[src/rtl/serial_sub_if.sv]
// serial_sub_if: start/done handshake and operand/result bundle for serial_sub.
// Signals: start, in1, in2 (requester -> subtractor); busy, done, out, borrow
// (subtractor -> requester); zero, neg, ovf only when SERIAL_SUB_FLAGS_EN is defined.
interface serial_sub_if #(
  parameter int WIDTH = 8
);
  logic             start;
  logic [WIDTH-1:0] in1;
  logic [WIDTH-1:0] in2;
  logic             busy;
  logic             done;
  logic [WIDTH-1:0] out;
  logic             borrow;
`ifdef SERIAL_SUB_FLAGS_EN
  logic             zero;
  logic             neg;
  logic             ovf;

  modport master (
    output start, in1, in2,
    input  busy, done, out, borrow, zero, neg, ovf
  );

  modport slave (
    input  start, in1, in2,
    output busy, done, out, borrow, zero, neg, ovf
  );
`else
  modport master (
    output start, in1, in2,
    input  busy, done, out, borrow
  );

  modport slave (
    input  start, in1, in2,
    output busy, done, out, borrow
  );
`endif
endinterface

[src/rtl/serial_sub.sv]
// Purpose: bit-serial unsigned subtractor, out = in1 - in2 (mod 2^WIDTH), LSB first.
// Latency: start sampled at edge N -> done pulse in the cycle after edge N+WIDTH.
// Backpressure: none; start is only accepted in IDLE/DONE, ignored while busy.
// Ports: clk, rst_n (sync, active-low); bus (serial_sub_if.slave): start/in1/in2
// in, busy/done/out/borrow out. Optional macro SERIAL_SUB_FLAGS_EN adds the
// zero/neg/ovf result flags, registered together with out.
module serial_sub #(
  parameter int WIDTH = 8
) (
  input  logic         clk,
  input  logic         rst_n,
  serial_sub_if.slave  bus
);

  localparam int CNT_W = (WIDTH > 1) ? $clog2(WIDTH) : 1;
  localparam logic [CNT_W-1:0] LAST_CNT = CNT_W'(WIDTH - 1);

  typedef enum logic [1:0] {
    IDLE  = 2'd0,
    SHIFT = 2'd1,
    DONE  = 2'd2
  } state_t;

  state_t           state;
  state_t           state_nxt;

  logic [WIDTH-1:0] a;
  logic [WIDTH-1:0] b;
  logic [WIDTH-1:0] acc;
  logic             br;
  logic [CNT_W-1:0] cnt;
  logic [WIDTH-1:0] out_q;
  logic             borrow_q;

  logic             accept;
  logic             last_bit;
  logic             diff_bit;
  logic             br_nxt;
  logic [WIDTH-1:0] acc_nxt;

`ifdef SERIAL_SUB_FLAGS_EN
  logic             a_msb;
  logic             b_msb;
  logic             zero_q;
  logic             neg_q;
  logic             ovf_q;
`endif

  // A new operation may begin from IDLE or directly out of DONE (back-to-back).
  assign accept   = bus.start && ((state == IDLE) || (state == DONE));
  assign last_bit = (state == SHIFT) && (cnt == LAST_CNT);

  // One full-subtractor slice per clock on the current LSBs.
  assign diff_bit = a[0] ^ b[0] ^ br;
  assign br_nxt   = (~a[0] & b[0]) | (~(a[0] ^ b[0]) & br);
  // New bit enters at the MSB so after WIDTH shifts bit 0 lands at acc[0].
  assign acc_nxt  = (acc >> 1) | (WIDTH'(diff_bit) << (WIDTH - 1));

  // State register
  always_ff @(posedge clk) begin
    if (!rst_n) begin
      state <= IDLE;
    end else begin
      state <= state_nxt;
    end
  end

  // Next-state logic
  always_comb begin
    state_nxt = state;
    case (state)
      IDLE:    state_nxt = accept ? SHIFT : IDLE;
      SHIFT:   state_nxt = last_bit ? DONE : SHIFT;
      DONE:    state_nxt = accept ? SHIFT : IDLE;
      default: state_nxt = IDLE;
    endcase
  end

  // Output logic
  always_comb begin
    bus.busy = 1'b0;
    bus.done = 1'b0;
    case (state)
      SHIFT:   bus.busy = 1'b1;
      DONE:    bus.done = 1'b1;
      default: ;
    endcase
  end

  // Datapath: operand shifters, accumulator, borrow and bit counter.
  always_ff @(posedge clk) begin
    if (!rst_n) begin
      a   <= '0;
      b   <= '0;
      acc <= '0;
      br  <= 1'b0;
      cnt <= '0;
    end else if (accept) begin
      a   <= bus.in1;
      b   <= bus.in2;
      acc <= '0;
      br  <= 1'b0;
      cnt <= '0;
    end else if (state == SHIFT) begin
      a   <= a >> 1;
      b   <= b >> 1;
      acc <= acc_nxt;
      br  <= br_nxt;
      cnt <= cnt + CNT_W'(1);
    end
  end

  // Result registers: loaded only on the edge that enters DONE, so they hold
  // through IDLE and through the SHIFT phase of the following operation.
  always_ff @(posedge clk) begin
    if (!rst_n) begin
      out_q    <= '0;
      borrow_q <= 1'b0;
    end else if (last_bit) begin
      out_q    <= acc_nxt;
      borrow_q <= br_nxt;
    end
  end

  assign bus.out    = out_q;
  assign bus.borrow = borrow_q;

`ifdef SERIAL_SUB_FLAGS_EN
  // Operand sign bits are captured at start because a/b are shifted away.
  always_ff @(posedge clk) begin
    if (!rst_n) begin
      a_msb  <= 1'b0;
      b_msb  <= 1'b0;
      zero_q <= 1'b0;
      neg_q  <= 1'b0;
      ovf_q  <= 1'b0;
    end else begin
      if (accept) begin
        a_msb <= bus.in1[WIDTH-1];
        b_msb <= bus.in2[WIDTH-1];
      end
      if (last_bit) begin
        zero_q <= (acc_nxt == '0);
        // The final difference bit is the result MSB.
        neg_q  <= diff_bit;
        ovf_q  <= (a_msb != b_msb) && (diff_bit != a_msb);
      end
    end
  end

  assign bus.zero = zero_q;
  assign bus.neg  = neg_q;
  assign bus.ovf  = ovf_q;
`endif

endmodule

[src/flat_wrapper.sv]
// flat-port wrapper written by rule: the top's interface ports become plain ports
module serial_sub_flat 
#(
  parameter int WIDTH = 8
)
  (clk, rst_n, bus_start, bus_in1, bus_in2, bus_busy, bus_done, bus_out, bus_borrow);
  serial_sub_if #(.WIDTH(WIDTH)) bus_i ();
  input  logic clk;
  input  logic rst_n;
  input wire logic [$bits(bus_i.start)-1:0] bus_start;
  input wire logic [$bits(bus_i.in1)-1:0] bus_in1;
  input wire logic [$bits(bus_i.in2)-1:0] bus_in2;
  output wire logic [$bits(bus_i.busy)-1:0] bus_busy;
  output wire logic [$bits(bus_i.done)-1:0] bus_done;
  output wire logic [$bits(bus_i.out)-1:0] bus_out;
  output wire logic [$bits(bus_i.borrow)-1:0] bus_borrow;
  assign bus_i.start = bus_start;
  assign bus_i.in1 = bus_in1;
  assign bus_i.in2 = bus_in2;
  assign bus_busy = bus_i.busy;
  assign bus_done = bus_i.done;
  assign bus_out = bus_i.out;
  assign bus_borrow = bus_i.borrow;
  serial_sub #(.WIDTH(WIDTH)) u_core (.clk(clk), .rst_n(rst_n), .bus(bus_i));
endmodule
[config.mk]
export PLATFORM = sky130hd
export DESIGN_NAME = serial_sub_flat
export DESIGN_NICKNAME = d
export VERILOG_FILES = /design/src/rtl/serial_sub_if.sv /design/src/rtl/serial_sub.sv /design/src/flat_wrapper.sv
export SDC_FILE = /design/constraint.sdc
export NUM_CORES = 1
export LEC_CHECK = 0
export BUFFER_PORTS_ARGS = -buffer_cell sky130_fd_sc_hd__buf_2
export CORE_ASPECT_RATIO = 0.6
export CORE_UTILIZATION = 56
export CTS_BUF_LIST = sky130_fd_sc_hd__clkbuf_2
export CTS_CLUSTER_SIZE = 8
export DETAILED_ROUTE_END_ITERATION = 12
export PLACE_DENSITY = 0.77
export SYNTH_ARGS = -nofsm -noshare
export SYNTH_HDL_FRONTEND = slang
export SYNTH_SLANG_ARGS = --single-unit
[constraint.sdc]
create_clock -name clk -period 1.5 [get_ports clk]
set_input_delay 0.3 -clock clk [delete_from_list [all_inputs] [get_ports clk]]
set_output_delay 0.3 -clock clk [all_outputs]
set_load 0.05 [all_outputs]
==> summary.md <==
• 229 — Post-layout nets
• 0 — Yosys warning total
• 6 — number of optimization iterations in the first detailed-route pass
• u_core.b[7] — hold worst-path end
• 23.3% — total routing resource utilization after global routing
• 240 — final non-filler cell total
• done — CTS tree
• u_core.cnt[0] — Crit Reg-Reg Startpoint
• 990 nW/µm² — P per Cell Area
• 70.8 µm — DIE WIDTH
• 30 — post-synth cell types
• dfxtp_1 — most numerous cell in the Yosys netlist
• 231 — placed instance count
• 1590 µm² — combined area of all synthesized cells
• 79 — first-iteration detailed-routing DRC count
• 0.000690 µW — leakage component of the power
• finished, final reports clean — run status
• 3 — hold depth
• 0 — Fin. Hold Viols
• 0.37 ns — delay of the slowest critical-path stage
• met4 — topmost layer with routed signal wires
• 38 — post-synthesis sequential element count
• 0 — number of max-capacitance violations reported
• 3.35 mm — final routed wirelength across all metal layers
• 38 — number of sinks handled by clock tree synthesis
• flip-flops — category of cells accounting for the largest share of critical-path delay
• 0.38 ns — clock latency at the later pin of the worst-skew pair
• 32.7% — fraction of final layout cells sized beyond drive strength 1
• 3070 µm² — die outline area
• 0.713 GHz — Peak Freq
• 2.83% — adder-cell area share of the yosys netlist
• simple AND/OR/NAND/NOR gates — dominant combinational cell family by area after synthesis
• 5 — number of cells traversed by the worst register-to-register path
• 1315 — via count of the routed design
• 47.8% — sequential element share of the synthesized area
• 0.382 ns — worst-margin pin slew
• dfxtp_1, nand2_1, nor3_1, nand3_2, a21oi_2 — biggest area contributors in the synthesized netlist
• 29 — count of buffers from port buffering
• 0.550% — fraction of synthesized cell area in xor and xnor cells
• 23.1% — Synth Area in Simple Gates
• 1740 µm² — placed cell areas
• 0.11 ns — reg2reg setup slack
• dfxtp_2 — Max stage delay cell, worst path
• 0.161 ns — worst slack after detailed placement
• 0 — antenna-violating nets left
• dfxtp_1 — library cell with the largest summed area after synthesis
• 0.17 ns — Clock transition at path regs
• 580 µV — worst-case vdd ir drop
• 2.30 mm — half-perimeter wire length after placement
• output pin — crit path capture type
• register — Worst setup SP type
• 0.0984 ns — worst setup slack after layout
• 26 — pin count of the biggest net entering global routing
• 93.4% — share of the clock period used by the worst path after layout
• 1.63 mm — routed metal-1 wire length
• 1.20 ns — required time reported for the critical path endpoint
• 0 — number of enable-type register cells in the synthesized netlist
• 1.10 ns — data arrival time of the worst path
• u_core.bus.out[3] — capturing point of the worst reg2reg path
• clkbuf_2 — clock tree root buffer cell
• 30 — number of top-level pins
• 3 — maximum net fanout on the critical path
• 43.3 µm — DIE HEIGHT
• 14.0 µm — routed len/inst
• 0.629% — post-synthesis mux area share
• 2 — CTS HTree Levels
• 1.56 mm — sum of met2 wire segment lengths after detailed routing
• 9.04 µm² — average cell area after synthesis
• 134 µm — met3 WL post-DR
• 2590 µm² — area of the core region
• 198 — number of nets produced by synthesis
• 61.4% — effective utilization at floorplan
• 14.2% — area growth from synthesis to layout
• 1.40 ns — final critical delay including setup and external delays
• 0 — Diodes inserted
• 5.35 mm — wire length of the first global-routing pass
• 0 — count of final max-slew check failures
• 17.2% — post-synthesis compound-gate area fraction
• reg2out — Worst Path Class, Setup
• 5 — Inserted Clock Buffers
• 213 — filler cell count
• 0.165 ns — Min Hold Slack
• dfxtp_1 — prevailing post-synth register cell
• 0.0140 ns — Clock Skew
• 14 — placement row count
• 2 — worst-case clock buffer depth
• 0 — Finish-stage setup viols
• 0 — global-route congestion overflow total
• nor2b_2 -> buf_6 — ordered list of cells on the worst path
• 5.48 — Via density
• 74.5% — Max-slew headroom
• 1170 — via count of the first global-routing pass
• 0.754 — weighted congestion reported at the end of routability-driven placement
• bus_in2[7] — hold_sp
• 1 — number of buffer and inverter instances along the worst setup path
• 0 — drt drc
• 1820 µm² — area of all placed cells without fillers
• 47.8% — proportion of netlist area held by the largest area contributor
• 0% — share of synthesized flip-flops with an asynchronous set or reset
• dfxtp_1, nand2_1, nor3_1 — commonest cells in the netlist
• 0 — number of antenna violations at the first check in global routing
• 176 — number of instances in the synthesized netlist
• in2reg — class of the tightest hold or removal check
-- per-stage QoR --
step	util (%)	total power, µW	setup TNS, ns
6_report	70.1	1800	0
2_1_floorplan	-	1310	0
3_5_place_dp	67.2	1360	0
4_1_cts	69.2	1800	0
3_3_place_gp	67.2	1350	0
5_1_grt	70.1	1870	-0.00505
-- area by class of cell --
type / count / area [µm²] / share of cell area, %
Sequential cell: 38 / 763 / 42.0
Multi-Input combinational cell: 120 / 716 / 39.4
Timing Repair Buffer: 38 / 241 / 13.3
Tap cell: 32 / 40.0 / 2.20
Clock buffer: 6 / 30.0 / 1.65
Inverter: 4 / 17.5 / 0.964
Clock inverter: 2 / 8.76 / 0.482
-- power by group --
| part | internal (µW) | total [µW] | leakage, µW | switching (µW) |
|---|---|---|---|---|
| logic | 111 | 270 | 0.000349 | 158 |
| clock network | 115 | 441 | 0.0000304 | 326 |
| registers | 1060 | 1090 | 0.000311 | 28.8 |
-- metal layers --
metal	global-route usage, %	up-vias
met1	30.5	616
met2	36.5	27
met4	9.60	0
met5	0	-
li1	-	668
met3	6.65	4
-- worst max-delay path by stage --
| stage | startpoint | endpoint | slack (ns) | cells after the start |
|---|---|---|---|---|
| after floorplan | u_core.state[1] | bus_done | 0.18 | 1 |
| after global placement | u_core.cnt[0] | u_core.bus.out[4] | 0.21 | 5 |
| after detailed placement | u_core.cnt[0] | u_core.bus.out[3] | 0.16 | 5 |
| after CTS | u_core.state[1] | bus_busy | 0.009 | 3 |
| after global routing | u_core.cnt[0] | u_core.bus.out[3] | -0.005 | 5 |
| final | u_core.state[1] | bus_done | 0.1 | 2 |
-- what timing repair did --
| item | CTS | global route |
|---|---|---|
| hold buffers | 0 | 0 |
| resized for setup | 3 | 6 |
| setup buffers | 1 | 0 |
| setup endpoints to repair | 2 | 2 |
| hold endpoints to repair | 0 | 0 |
| gates cloned | 0 | 0 |
-- logic make-up after synthesis --
family,after synthesis
AO/OA/AOI/OAI,41
AND/OR/NAND/NOR,74
buffers and inverters,18
adder cells (fa/ha/maj),3
flip-flops,38
XOR/XNOR,1
multiplexers,1
-- worst min-delay path: stages --
cell     delay (ns)
buf_2          0.10
nand2_1        0.06
a21oi_1        0.05
-- sequential cells by signal (all words and copies together) (netlist names) --
signal             flops
u_core.a               8
u_core.b               8
u_core.bus.out         8
u_core.acc             7
u_core.cnt             3
u_core.state           2
u_core.br              1
u_core.bus.borrow      1
-- cell usage in the layout (no fill, tap or decap), types with 2 or more instances in the layout --
| cell | synthesis | layout |
|---|---|---|
| buf_4 | 1 | 8 |
| dfxtp_2 | 0 | 2 |
| nor3_1 | 19 | 19 |
| ha_1 | 2 | 2 |
| a21oi_1 | 12 | 12 |
| buf_2 | 7 | 27 |
| o21ai_0 | 4 | 4 |
| nand3_2 | 8 | 8 |
| nor2_1 | 4 | 4 |
| a21oi_2 | 8 | 8 |
| o22ai_1 | 9 | 9 |
| dfxtp_1 | 38 | 36 |
| nand2_1 | 36 | 36 |
| clkbuf_2 | 0 | 6 |
| a31oi_1 | 4 | 4 |
| nand3_1 | 2 | 2 |
| inv_1 | 3 | 3 |
Power figures use the tool's default switching activity.
